`config.mk`:
```
export PLATFORM = sky130hd
export DESIGN_NAME = ttt_turn_arbiter
export DESIGN_NICKNAME = d
export VERILOG_FILES = /design/src/rtl/ttt_turn_arbiter.sv
export SDC_FILE = /design/constraint.sdc
export NUM_CORES = 1
export LEC_CHECK = 0
export CAP_MARGIN = 20
export CORE_ASPECT_RATIO = 0.8
export CORE_MARGIN = 2
export CORE_UTILIZATION = 60
export DETAILED_ROUTE_END_ITERATION = 10
export PLACE_DENSITY_LB_ADDON = 0.12
export SLEW_MARGIN = 10
export SYNTH_ARGS = -nofsm -noshare
export SYNTH_HDL_FRONTEND = slang
export SYNTH_SLANG_ARGS = --single-unit
```
`constraint.sdc`:
```
create_clock -name clk -period 6.2 [get_ports clk]
set_input_delay 0.93 -clock clk [delete_from_list [all_inputs] [get_ports clk]]
set_output_delay 0.93 -clock clk [all_outputs]
set_load 0.01 [all_outputs]
```
`src/rtl/ttt_turn_arbiter.sv`:
```
// Turn arbiter for a two-player tic-tac-toe engine: grants moves, checks cell
// legality, enforces a per-turn timeout and tracks game completion.
//   state   | meaning
//   S_IDLE  | no game yet, waiting for start
//   S_TURN  | cur_player may submit a move, timeout running
//   S_ISSUE | latched move driven to the engine (first cycle)
//   S_CHECK | engine result sampled, decide next turn / end of game
//   S_DONE  | game finished, result held until the next start
module ttt_turn_arbiter #(
    parameter int TIMEOUT_CYCLES = 64
) (
    input  logic       clk,
    input  logic       reset,
    input  logic       start,
    input  logic       p0_valid,
    input  logic       p1_valid,
    input  logic [1:0] p0_x,
    input  logic [1:0] p0_y,
    input  logic [1:0] p1_x,
    input  logic [1:0] p1_y,
    output logic       p0_ready,
    output logic       p1_ready,
    output logic       move_ack,
    output logic       move_reject,
    output logic       forfeit,
    output logic       eng_enable,
    output logic [1:0] eng_player,
    output logic [1:0] eng_x,
    output logic [1:0] eng_y,
    input  logic [1:0] eng_winner,
    input  logic       eng_stop_game,
    output logic       cur_player,
    output logic       game_over,
    output logic [1:0] result,
    output logic [3:0] move_count
);

    typedef enum logic [2:0] {
        S_IDLE,
        S_TURN,
        S_ISSUE,
        S_CHECK,
        S_DONE
    } state_t;

    localparam logic [15:0] TO_LAST = 16'(TIMEOUT_CYCLES - 1);

    state_t      r_state;
    logic [8:0]  r_board;
    logic [15:0] r_timer;
    logic        r_cur;
    logic        r_first;
    logic        r_move_ack;
    logic        r_move_reject;
    logic        r_forfeit;
    logic        r_eng_en;
    logic [1:0]  r_eng_player;
    logic [1:0]  r_eng_x;
    logic [1:0]  r_eng_y;
    logic        r_game_over;
    logic [1:0]  r_result;
    logic [3:0]  r_move_count;

    logic       w_p0_ready;
    logic       w_p1_ready;
    logic       w_hs;
    logic [1:0] w_req_x;
    logic [1:0] w_req_y;
    logic       w_in_range;
    logic [3:0] w_idx;
    logic [8:0] w_cell;
    logic       w_legal;
    logic       w_timeout;

    // Grant is combinational so a valid is accepted in the cycle it appears.
    assign w_p0_ready = (r_state == S_TURN) && !r_cur && p0_valid;
    assign w_p1_ready = (r_state == S_TURN) &&  r_cur && p1_valid;
    assign w_hs       = w_p0_ready || w_p1_ready;
    assign w_req_x    = r_cur ? p1_x : p0_x;
    assign w_req_y    = r_cur ? p1_y : p0_y;
    assign w_in_range = (w_req_x != 2'd3) && (w_req_y != 2'd3);
    assign w_idx      = ({2'b00, w_req_x} << 1) + {2'b00, w_req_x} + {2'b00, w_req_y};
    assign w_cell     = 9'd1 << w_idx;
    assign w_legal    = w_hs && w_in_range && ((r_board & w_cell) == 9'd0);
    assign w_timeout  = (r_timer == TO_LAST);

    always_ff @(posedge clk) begin
        if (reset) begin
            r_state       <= S_IDLE;
            r_board       <= '0;
            r_timer       <= '0;
            r_cur         <= 1'b0;
            r_first       <= 1'b0;
            r_move_ack    <= 1'b0;
            r_move_reject <= 1'b0;
            r_forfeit     <= 1'b0;
            r_eng_en      <= 1'b0;
            r_eng_player  <= 2'd0;
            r_eng_x       <= 2'd0;
            r_eng_y       <= 2'd0;
            r_game_over   <= 1'b0;
            r_result      <= 2'd2;
            r_move_count  <= 4'd0;
        end else begin
            r_move_ack    <= 1'b0;
            r_move_reject <= 1'b0;
            r_forfeit     <= 1'b0;
            case (r_state)
                S_IDLE: begin
                    if (start) begin
                        r_state      <= S_TURN;
                        r_board      <= '0;
                        r_timer      <= '0;
                        r_move_count <= 4'd0;
                        r_game_over  <= 1'b0;
                        r_result     <= 2'd2;
                        r_cur        <= r_first;
                    end
                end
                S_TURN: begin
                    // A legal move in the timeout cycle still counts.
                    if (w_legal) begin
                        r_state      <= S_ISSUE;
                        r_board      <= r_board | w_cell;
                        r_move_count <= r_move_count + 4'd1;
                        r_move_ack   <= 1'b1;
                        r_eng_en     <= 1'b1;
                        r_eng_player <= {1'b0, r_cur};
                        r_eng_x      <= w_req_x;
                        r_eng_y      <= w_req_y;
                    end else begin
                        if (w_hs) begin
                            r_move_reject <= 1'b1;
                        end
                        if (w_timeout) begin
                            r_forfeit <= 1'b1;
                            r_cur     <= ~r_cur;
                            r_timer   <= '0;
                        end else begin
                            r_timer <= r_timer + 16'd1;
                        end
                    end
                end
                S_ISSUE: begin
                    r_state <= S_CHECK;
                end
                S_CHECK: begin
                    r_eng_en <= 1'b0;
                    if (eng_stop_game) begin
                        r_state     <= S_DONE;
                        r_result    <= eng_winner;
                        r_game_over <= 1'b1;
                    end else if (r_move_count == 4'd9) begin
                        r_state     <= S_DONE;
                        r_result    <= 2'd3;
                        r_game_over <= 1'b1;
                    end else begin
                        r_state <= S_TURN;
                        r_cur   <= ~r_cur;
                        r_timer <= '0;
                    end
                end
                S_DONE: begin
                    // Openers alternate from one game to the next.
                    if (start) begin
                        r_state      <= S_TURN;
                        r_board      <= '0;
                        r_timer      <= '0;
                        r_move_count <= 4'd0;
                        r_game_over  <= 1'b0;
                        r_result     <= 2'd2;
                        r_first      <= ~r_first;
                        r_cur        <= ~r_first;
                    end
                end
                default: begin
                    r_state <= S_IDLE;
                end
            endcase
        end
    end

    assign p0_ready    = w_p0_ready;
    assign p1_ready    = w_p1_ready;
    assign move_ack    = r_move_ack;
    assign move_reject = r_move_reject;
    assign forfeit     = r_forfeit;
    assign eng_enable  = r_eng_en;
    assign eng_player  = r_eng_player;
    assign eng_x       = r_eng_x;
    assign eng_y       = r_eng_y;
    assign cur_player  = r_cur;
    assign game_over   = r_game_over;
    assign result      = r_result;
    assign move_count  = r_move_count;

endmodule

```
; ---- Word level (Yosys, flattened, before mapping)
; Index checks and enable logic that the tools add are counted.
[word_totals]
ramBits = 0
memories = 0
latchBits = 0
romBits = 0
regBits = 46
output_inout_bits = 20
[op_classes]
n_div = 0
mul = 0
n_bitwise = 5
mux = 39
n_reduce_logical = 27
addsub = 4
eq_ne = 17
order_cmp = 0
n_shift = 1
[op_table]
columns = operator, count
row1 = 2-to-1 mux 16 bit, 5
row2 = case mux 16 bit (3 select lines), 1
row3 = 2-to-1 mux 9 bit, 2
row4 = "!= test 2 bit, second input constant", 9
row5 = case mux 9 bit (2 select lines), 1
row6 = "adder 16 x 1 -> 16 bit, second input constant", 1
row7 = "== test 16 x 6 -> 1 bit, second input constant", 1
row8 = 2-to-1 mux 1 bit, 13
row9 = 2-to-1 mux 3 bit, 4
row10 = case mux 3 bit (4 select lines), 1
row11 = 2-to-1 mux 2 bit, 5
row12 = bitwise AND 9 bit, 1
row13 = logical NOT 9 bit, 1
row14 = OR 9 bit, 1
row15 = "left shift 1 x 4 -> 9 bit, first input constant", 1
row16 = 2-to-1 mux 4 bit, 2
row17 = case mux 4 bit (2 select lines), 1
row18 = AND reduction 2 bit, 4
row19 = logical AND 1 bit, 7
row20 = AND reduction 7 bit, 1
row21 = "== test 3 x 2 -> 1 bit, second input constant", 2
row22 = AND reduction 3 bit, 2
row23 = nonzero test 2 bit, 3
row24 = AND reduction 5 bit, 1
row25 = other kinds (19), 23

; ---- Logic depth before layout (Yosys ltp)
; Gate-level depths: netlist of the first run.
[logic_depth]
depth_word = 9
mapped_depth = 15

; ---- Worst setup path before layout of the first run
; No wires, ideal clock.
[synth_path]
path_kind = input port to flip-flop
startpoint = in p1_x[0]
endpoint = reg r_move_count[2], in the netlist move_count[2]
stages = 14
setup_ns = 0.106
path_buffers = 3
t_required_ns = 6.094
path_slack_ns = 2.106
arrival_time_ns = 3.988
path_cell_list = mux2_2 -> inv_1 -> fa_1 -> inv_1 -> ha_1 -> fa_1 -> buf_2 -> mux2i_1 -> nor3_1 -> nor3_1 -> buf_2 -> clkbuf_1 -> nand4_1 -> o311ai_0
[synth_between]
elab_chain_len = 9
[synth_rtl]
columns = item, line
row1 = "start, declared", 19  ; input logic [1:0] p1_x,
row2 = 2-to-1 mux 2 bit *, 79  ; assign w_req_x = r_cur ? p1_x : p0_x;
row3 = adder 3 x 2 -> 4 bit, 82  ; assign w_idx = ({2'b00, w_req_x} << 1) + {2'b00, w_req_x} + {2'b00, w_req_y};
row4 = adder 4 x 2 -> 4 bit, 82
row5 = left shift 1 x 4 -> 9 bit, 83  ; assign w_cell = 9'd1 << w_idx;
row6 = bitwise AND 9 bit, 84  ; assign w_legal = w_hs && w_in_range && ((r_board & w_cell) == 9'd0);
row7 = logical NOT 9 bit, 84
row8 = logical AND 1 bit *, 84
row9 = != test 2 bit (no source line) *, -
row10 = AND reduction 3 bit (no source line) *, -
row11 = "end signal, assigned", 125  ; r_move_count <= r_move_count + 4'd1;
row12 = "end, declared", 62  ; logic [3:0] r_move_count;
; Every way passes the cells marked *; elsewhere a longest branch is shown, timed or not.
; A chain may end at the register's enable or synchronous reset.

; ---- Worst setup path after layout of the first run
[layout_path]
startpoint = in p1_x[1]
endpoint = reg r_timer[2]
[layout_between]
elab_chain_len = 9
[layout_rtl]
columns = item, line
row1 = 2-to-1 mux 2 bit *, 79
row2 = via w_req_x[1], 67  ; logic [1:0] w_req_x;
row3 = adder 3 x 2 -> 4 bit, 82
row4 = adder 4 x 2 -> 4 bit, 82
row5 = left shift 1 x 4 -> 9 bit, 83
row6 = bitwise AND 9 bit, 84
row7 = logical NOT 9 bit, 84
row8 = logical AND 1 bit *, 84
row9 = != test 2 bit (no source line) *, -
row10 = AND reduction 5 bit (no source line) *, -
row11 = "end signal, assigned", 140  ; r_timer <= r_timer + 16'd1;
row12 = "end, declared", 50  ; logic [15:0] r_timer;
; Mark *: on every way through the listed nets, which the timed path passes. The rest lies on a longest branch.

==> Flow_metrics.wiki, run 1 <==
{| class="wikitable"
! Metric !! Value
|-
| Resized cells post-CTS || 0
|-
| Seq pwr share || 0.435
|-
| Worst IR Drop VDD || 0.156 mV
|-
| Die Footprint || approximately 5300 um2
|-
| Proportion of synthesized chip area in sequential cells || 0.322
|-
| Biggest area contributors in the synthesized netlist || dfxtp_1 (32%), nand2_1 (3.5%), a211oi_1 (3.4%)
|-
| Number of synthesized flops with an enable pin || 0
|-
| Number of hold-slack violations in the final timing report || 0
|-
| Synthesized cell area || 2860 um2
|-
| Fraction of registers with async set/reset || 0
|-
| Total routing resource utilization after global routing || 0.295
|-
| Cell count after placement || 413
|-
| Number of post-CTS setup repair buffers || 0
|-
| Worst-path clk slew || 0.09 ns
|-
| Launch point of the worst reg-to-reg path || cur_player
|-
| Initial DRT Pass Iterations || 5
|-
| FF-to-FF setup slack || 1.61 ns
|-
| Largest net degree at the start of global routing || 41
|-
| Switching Power || 259 uW
|-
| Average vias per placed instance || 6.76
|-
| Clock root buffer master || clkbuf_8
|-
| Fin cells || 421
|-
| Reg2reg end || r_timer[2]
|-
| Cell Chain, Critical Path || clkdlybuf4s50_1 -> mux2_2 -> inv_1 -> fa_1 -> inv_1 -> ha_1 -> fa_1 -> mux2_2 -> nand3_1 -> o311a_1 -> buf_4 -> a2111oi_0 -> a211oi_1
|-
| Cells after synthesis || 342
|-
| WL final || 7.41 mm
|-
| Initial antenna violation count || 0
|-
| Most common library cell in the layout ignoring fill and taps || dfxtp_1
|-
| Average wire per cell in the routed design || 17.6 um
|-
| Highest clock frequency the design can meet || 203 MHz
|-
| Net count, final || about 380
|-
| Hold_ws || around 0.46 ns
|-
| Width of the die || 81.2 um
|-
| Area growth, synth to finish || 14.1%
|-
| Type of the tightest min-delay check || reg2reg
|-
| Level count of the clock H-tree || 2
|-
| Area leader, netlist || dfxtp_1
|-
| Register bit count reported by yosys || 46
|-
| Placed wire-length estimate after detailed placement || around 5 mm
|-
| Delay of the slowest cell on the worst path || approximately 0.76 ns
|-
| Number of hold buffers added after CTS || 0
|-
| Mux share of post-synthesis cell area || 0.0407
|-
| Number of inserted diodes || 0
|-
| Crit path max fanout || 21
|-
| Max-slew violation total from the final report || 0
|-
| Kind of cell adding the most delay to the critical path || adder cells
|-
| Post-route antenna net violation count || 0
|-
| Die Height || 65.7 um
|-
| Post-route DRC violation count || 0
|-
| Max clock buf depth || 2
|-
| Type of the worst setup path || in2reg
|-
| Port Buffer Count || 34
|-
| P_leak || slightly above 0.001 uW
|-
| Proportion of netlist area held by the largest area contributor || 0.322
|-
| I/O pin cnt || 36
|-
| Routability congestion estimate from global placement || 0.990
|-
| Main combinational cell family by area after synthesis || simple AND/OR/NAND/NOR gates
|-
| End of the critical path || r_timer[2]
|-
| Commonest cells after routing, fill and taps aside || dfxtp_1 (46), clkdlybuf4s50_1 (34), nand2_1 (27)
|-
| Clock tree from TritonCTS || built
|-
| Worst setup skew after layout || 0.00785 ns
|-
| Setup repair after global routing missed its margin || no
|-
| Critical path origin || p1_x[1]
|-
| Setup TNS after final layout || 0 ns
|-
| Finish-stage setup viols || 0
|-
| Number of cells traversed by the worst register-to-register path || 12
|-
| Post-layout min period || 4.92 ns
|-
| Post-synthesis cell type count || 61
|-
| TritonCTS Sinks || 46
|-
| Design internal power || 466 uW
|-
| Grt ovf || 0
|-
| Clock latency on the worst-skew pair || 0.30 ns
|-
| Period utilisation layout || 0.794
|-
| Max-Slew Margin vs Limit || 0.415
|-
| Via count of the routed design || 2848
|-
| CP startpoint kind || primary input
|-
| Worst EP arrival || 5.15 ns
|-
| Setup crit end kind || register
|-
| Proportion of total power due to net switching || 0.357
|-
| Cell at the slowest stage of the critical path || fa_1
|-
| First-pass GRT wire length || 12.2 mm
|-
| Buffers and inverters on the worst path || 4
|-
| Max Cap Violations || 0
|-
| Number of logic stages on the critical path including buffering || 13
|-
| Basic-gate share of the synthesized area counting and, or, nand and nor cells || 0.263
|-
| Part of the total power dissipated in the clock network || 0.263
|-
| Core Util, Final || 0.710
|-
| Number of cell rows || 22
|-
| Synth warn || 0
|-
| Post-Syn Nets || 366
|-
| Beginning of the worst hold path || eng_enable
|-
| Core outline area || roughly 4600 um2
|-
| Status || finished clean
|-
| Vias in the first global route || 2510
|-
| Synthesized area per cell || 8.36 um2
|-
| Fraction of the mapped netlist area in compound gates || 0.254
|-
| Prevailing post-synth register cell || dfxtp_1
|-
| Data required, critical path || 6.42 ns
|-
| Power per standard cell area || approximately 220 nW/um2
|-
| Portion of total power attributed to combinational logic || 0.302
|-
| Transition time of the tightest slew-check pin || 0.878 ns
|-
| Inserted Clock Buffers || 5
|-
| Layout cells sized above 1 || 0.0859
|-
| Starting utilization of the core area || 0.622
|-
| Iteration-0 DRC Markers || 360
|-
| XOR/XNOR share of the synthesized area || 0.00919
|-
| Area share of fa/ha/maj cells after synthesis || 0.0403
|}
-- worst register-to-register path: stages (launching register included) --
cell and delay, ns:
dfxtp_1 0.63, mux2_2 0.31, inv_1 0.08, fa_1 0.55
inv_1 0.06, ha_1 0.20, fa_1 0.76, mux2_2 0.39
nand3_1 0.10, o311a_1 0.76, buf_4 0.32, a2111oi_0 0.12
a211oi_1 0.23
-- final cells by class --
cell class / instances / area (um2)
clock inverters: 3 / 21.3
multi-input cells: 254 / 1750
clock buffers: 5 / 68.8
flip-flops and latches: 46 / 921
inverters: 14 / 52.6
well taps: 60 / 75.1
fillers: 368 / 1340
repair buffers: 39 / 378
-- sequential cells by signal (all words and copies together), names as in the netlist, 2 cells and up --
name	count
eng_x	2
move_count	4
r_state	3
result	2
eng_y	2
r_board	9
r_timer	16
-- per-layer routing --
| metal | part of all wire | wire length [um] | track usage |
|---|---|---|---|
| met1 | 0.47 | 3450 | 0.422 |
| met2 | 0.43 | 3180 | 0.437 |
| met3 | 0.089 | 658 | 0.0646 |
| met4 | 0.015 | 112 | 0.0996 |
| met5 | 0 | 0 | 0 |
-- kinds of logic (layout without fill, tap and decap cells) --
| family | after synthesis | count (layout) |
|---|---|---|
| AND/OR/NAND/NOR | 134 | 134 |
| AO/OA/AOI/OAI | 97 | 97 |
| flip-flops | 46 | 46 |
| buffers and inverters | 42 | 61 |
| multiplexers | 11 | 11 |
| adder cells (fa/ha/maj) | 8 | 8 |
| XOR/XNOR | 3 | 3 |
| other | 1 | 1 |
-- power by group through the flow --
| stage | Combinational (uW) | Sequential, uW | Clock (uW) |
|---|---|---|---|
| after global placement | 209 | 322 | 0 |
| after floorplan | 162 | 318 | 0 |
| final | 219 | 316 | 190 |
| after global routing | 236 | 317 | 202 |
| after CTS | 214 | 315 | 190 |
| after detailed placement | 212 | 322 | 0 |
-- Yosys cell counts (all sizes together) (5+ instances only) --
cell and instances:
nand2 27, a311oi 7, nor2 24, mux2 5
clkbuf 15, a221oi 5, a31oi 8, dfxtp 46
nand3 13, a211oi 14, nor3 12, inv 13
nand4 8, nor4 7, nor3b 11, a21oi 20
buf 13, mux2i 6, ha 6, o32ai 7
o21ai 8, o2111ai 8, nand2b 6
-- metrics by stage --
stage               instance area, um2  total power, uW  worst slack, ns
finish                            3260              725             1.28
global route                      3260              756             1.04
CTS                               3260              720             1.32
detailed placement                3170              534             1.02
global placement                  3170              531             1.11
floorplan                         2860              480             2.11
-- worst min-delay path by stage --
stage	endpoint	cells after the start
global placement	eng_enable	2
CTS	eng_enable	2
finish	eng_enable	2
global route	eng_enable	2
detailed placement	eng_enable	2
floorplan	r_board[0]	2
No activity file was read; power rests on OpenSTA's default activity.
==> run 2: changes to the inputs <==
Settings changed: CORE_UTILIZATION 60 to 56.
Clock period 6.2 ns to 4.59 ns, I/O delays scaled along.
==> run 2 against run 1 <==
Core utilization fell by 3.2 points. Cell area rose by 3.4%. Clock power rose by 51%. Clock skew rose by 0.0044 ns. Non-clock buffer count rose by 9. Worst setup slack got worse by 0.86 ns. Final cell count rose by 2.6%. Clock-buffer cell count rose by 2. Global-route usage fell by 1.4 points. Critical path type unchanged. Critical endpoint is now r_timer[0]. Largest power group unchanged.
==> Flow_metrics.wiki, run 2 (synthesis results as in run 1) <==
{| class="wikitable"
! Metric !! Value
|-
| Average wire per cell in the routed design || 17.8 um (+1.3%)
|-
| Hold_ws || 0.455 ns (-0.00460 ns)
|-
| Setup crit end kind || register
|-
| Post-route DRC violation count || 0 (unchanged)
|-
| Resized cells post-CTS || 0 (unchanged)
|-
| TritonCTS Sinks || 46 (unchanged)
|-
| Number of hold buffers added after CTS || 0 (unchanged)
|-
| Highest clock frequency the design can meet || 240 MHz
|-
| Status || finished clean
|-
| Initial antenna violation count || 0 (unchanged)
|-
| Post-route antenna net violation count || 0 (unchanged)
|-
| Worst EP arrival || 4.35 ns (-0.80 ns)
|-
| Power, Total || 1030 uW (+42%)
|-
| Crit path max fanout || 9 (-57%)
|-
| Core outline area || 4980 um2 (+8.3%)
|-
| Max clock buf depth || 2 (unchanged)
|-
| Max-slew violation total from the final report || 0 (unchanged)
|-
| Kind of cell adding the most delay to the critical path || adder cells
|-
| Setup TNS after final layout || 0 ns (unchanged)
|-
| Clock latency on the worst-skew pair || 0.31 ns (about the same)
|-
| Clock tree from TritonCTS || built
|-
| Clock root buffer master || clkbuf_8
|-
| Max-Slew Margin vs Limit || 0.461 (+0.0461)
|-
| Commonest cells after routing, fill and taps aside || dfxtp_1 (46), clkdlybuf4s50_1 (34), nand2_1 (27)
|-
| CP startpoint kind || primary input
|-
| Total routing resource utilization after global routing || 0.281 (-0.0138)
|-
| Buffers and inverters on the worst path || 5 (+1)
|-
| Number of inserted diodes || 0 (unchanged)
|-
| Starting utilization of the core area || 0.574 (-0.0477)
|-
| Finish-stage setup viols || 0 (unchanged)
|-
| DP Area || 3270 um2 (+3.0%)
|-
| Setup repair after global routing missed its margin || no
|-
| Max Cap Violations || 0 (unchanged)
|-
| Via count of the routed design || 2853 (+0.18%)
|-
| Width of the die || 83.9 um (+3.3%)
|-
| Placed wire-length estimate after detailed placement || 5.33 mm (+4.9%)
|-
| WL final || 7.70 mm (+4.0%)
|-
| Biggest register || r_timer
|-
| Beginning of the worst hold path || game_over
|-
| Post-layout min period || ~4.2 ns
|-
| Cell at the slowest stage of the critical path || fa_1
|-
| Grt ovf || 0 (unchanged)
|-
| Critical path origin || p1_x[1]
|-
| Number of post-CTS setup repair buffers || 0 (unchanged)
|-
| P_leak || 0.00109 uW (+6.3%)
|-
| Die Footprint || 5700 um2 (+6.7%)
|-
| Post-Layout Inst Area || 3370 um2 (+3.4%)
|-
| Area growth, synth to finish || 17.9%
|-
| Delay of the slowest cell on the worst path || 0.60 ns (-0.16 ns)
|-
| Data required, critical path || 4.76 ns (-1.66 ns)
|-
| Number of cells traversed by the worst register-to-register path || 13 (+1)
|-
| Cell Chain, Critical Path || clkdlybuf4s50_1 -> mux2_2 -> inv_1 -> fa_1 -> inv_1 -> ha_1 -> fa_1 -> buf_4 -> mux2_2 -> nand3_1 -> o311ai_2 -> buf_4 -> o211ai_2 -> a221oi_1
|-
| I/O pin cnt || 36 (unchanged)
|-
| End of the critical path || r_timer[0]
|-
| Worst-path clk slew || 0.10 ns (about the same)
|-
| Port Buffer Count || 34 (unchanged)
|-
| Period utilisation layout || 0.909
|-
| Type of the tightest min-delay check || reg2reg
|-
| Vias in the first global route || 2557 (+1.9%)
|-
| Worst IR Drop VDD || 0.192 mV (+23%)
|-
| Largest net degree at the start of global routing || 41 (unchanged)
|-
| Most common library cell in the layout ignoring fill and taps || dfxtp_1
|-
| Initial DRT Pass Iterations || 5 (unchanged)
|-
| Layout cells sized above 1 || 0.108 (+0.0222)
|-
| Transition time of the tightest slew-check pin || 0.806 ns (-0.0721 ns)
|-
| Level count of the clock H-tree || 2 (unchanged)
|-
| Launch point of the worst reg-to-reg path || cur_player
|-
| Number of logic stages on the critical path including buffering || 14 (+1)
|-
| Iteration-0 DRC Markers || 355 (-1.4%)
|-
| Worst setup skew after layout || 0.0122 ns (+0.00437 ns)
|-
| First-pass GRT wire length || 12.9 mm (+6.0%)
|-
| Type of the worst setup path || in2reg
|-
| Routability congestion estimate from global placement || 0.916 (-7.5%)
|-
| Die Height || 67.9 um (+3.3%)
|-
| Reg2reg end || r_timer[2]
|-
| Inserted Clock Buffers || 5 (unchanged)
|-
| Number of cell rows || 23 (+4.5%)
|-
| Power per standard cell area || 305 nW/um2 (+37%)
|-
| Average vias per placed instance || 6.60 (-2.4%)
|-
| Number of hold-slack violations in the final timing report || 0 (unchanged)
|-
| Net count, final || 393 (+2.3%)
|-
| Flip-flop count of the largest register after layout || 16 (unchanged)
|-
| FF-to-FF setup slack || 0.74 ns (-0.87 ns)
|}
## run 2: changes by cell type in the layout (fill, tap and decap cells not counted), sizes merged
cell      change
buf           +9
clkinv        -1
clkbuf        +2
clkinvlp      -1
## run 2: worst min-delay path by stage
stage	to	slack [ns]	cells past startpoint
floorplan	r_board[0]	0.43	2
global placement	game_over	0.44	2
detailed placement	game_over	0.45	2
CTS	game_over	0.46	2
global route	eng_enable	0.48	2
finish	game_over	0.46	2
## run 2: layout make-up
class	count	area (um2)
multi-input combinational	254	1750
fill	426	1610
sequential	46	921
timing repair buffer	48	470
clock buffer	7	96.3
tap	62	77.6
inverter	14	52.6
clock inverter	1	8.76
## run 2: report_power, final
| part | total, uW | leakage [uW] | switching [uW] | internal [uW] |
|---|---|---|---|---|
| clock | 286 | 0.0000544 | 148 | 138 |
| combinational | 320 | 0.000660 | 192 | 128 |
| sequential | 423 | 0.000372 | 12.8 | 410 |
| total | 1030 | 0.00109 | 353 | 677 |
## run 2: stage by stage
stage                     utilization  setup WS, ns  instances
after floorplan                     -         0.635        342
after global placement          0.656         0.233        424
after detailed placement        0.656         0.155        424
after CTS                       0.677         0.451        432
after global routing            0.677         0.232        432
final                           0.677         0.418        432
## run 2: routing by layer
layer / up-vias / global-route usage / share of wire
met4: 0 / 0.0565 / 0.0066
met2: 145 / 0.430 / 0.44
met5: - / 0 / 0
li1: 1352 / - / -
met3: 8 / 0.0676 / 0.089
met1: 1348 / 0.407 / 0.47
## run 2: worst register-to-register path: cells and delay by family (launching register included)
| kind | cells | cell delay (ns) |
|---|---|---|
| muxes | 1 | 0.32 |
| DFF | 1 | 0.43 |
| buffers and inverters | 4 | 0.75 |
| adders and majority gates | 3 | 1.15 |
| AOI/OAI and AO/OA | 2 | 0.51 |
| and+or+nand+nor | 3 | 0.59 |
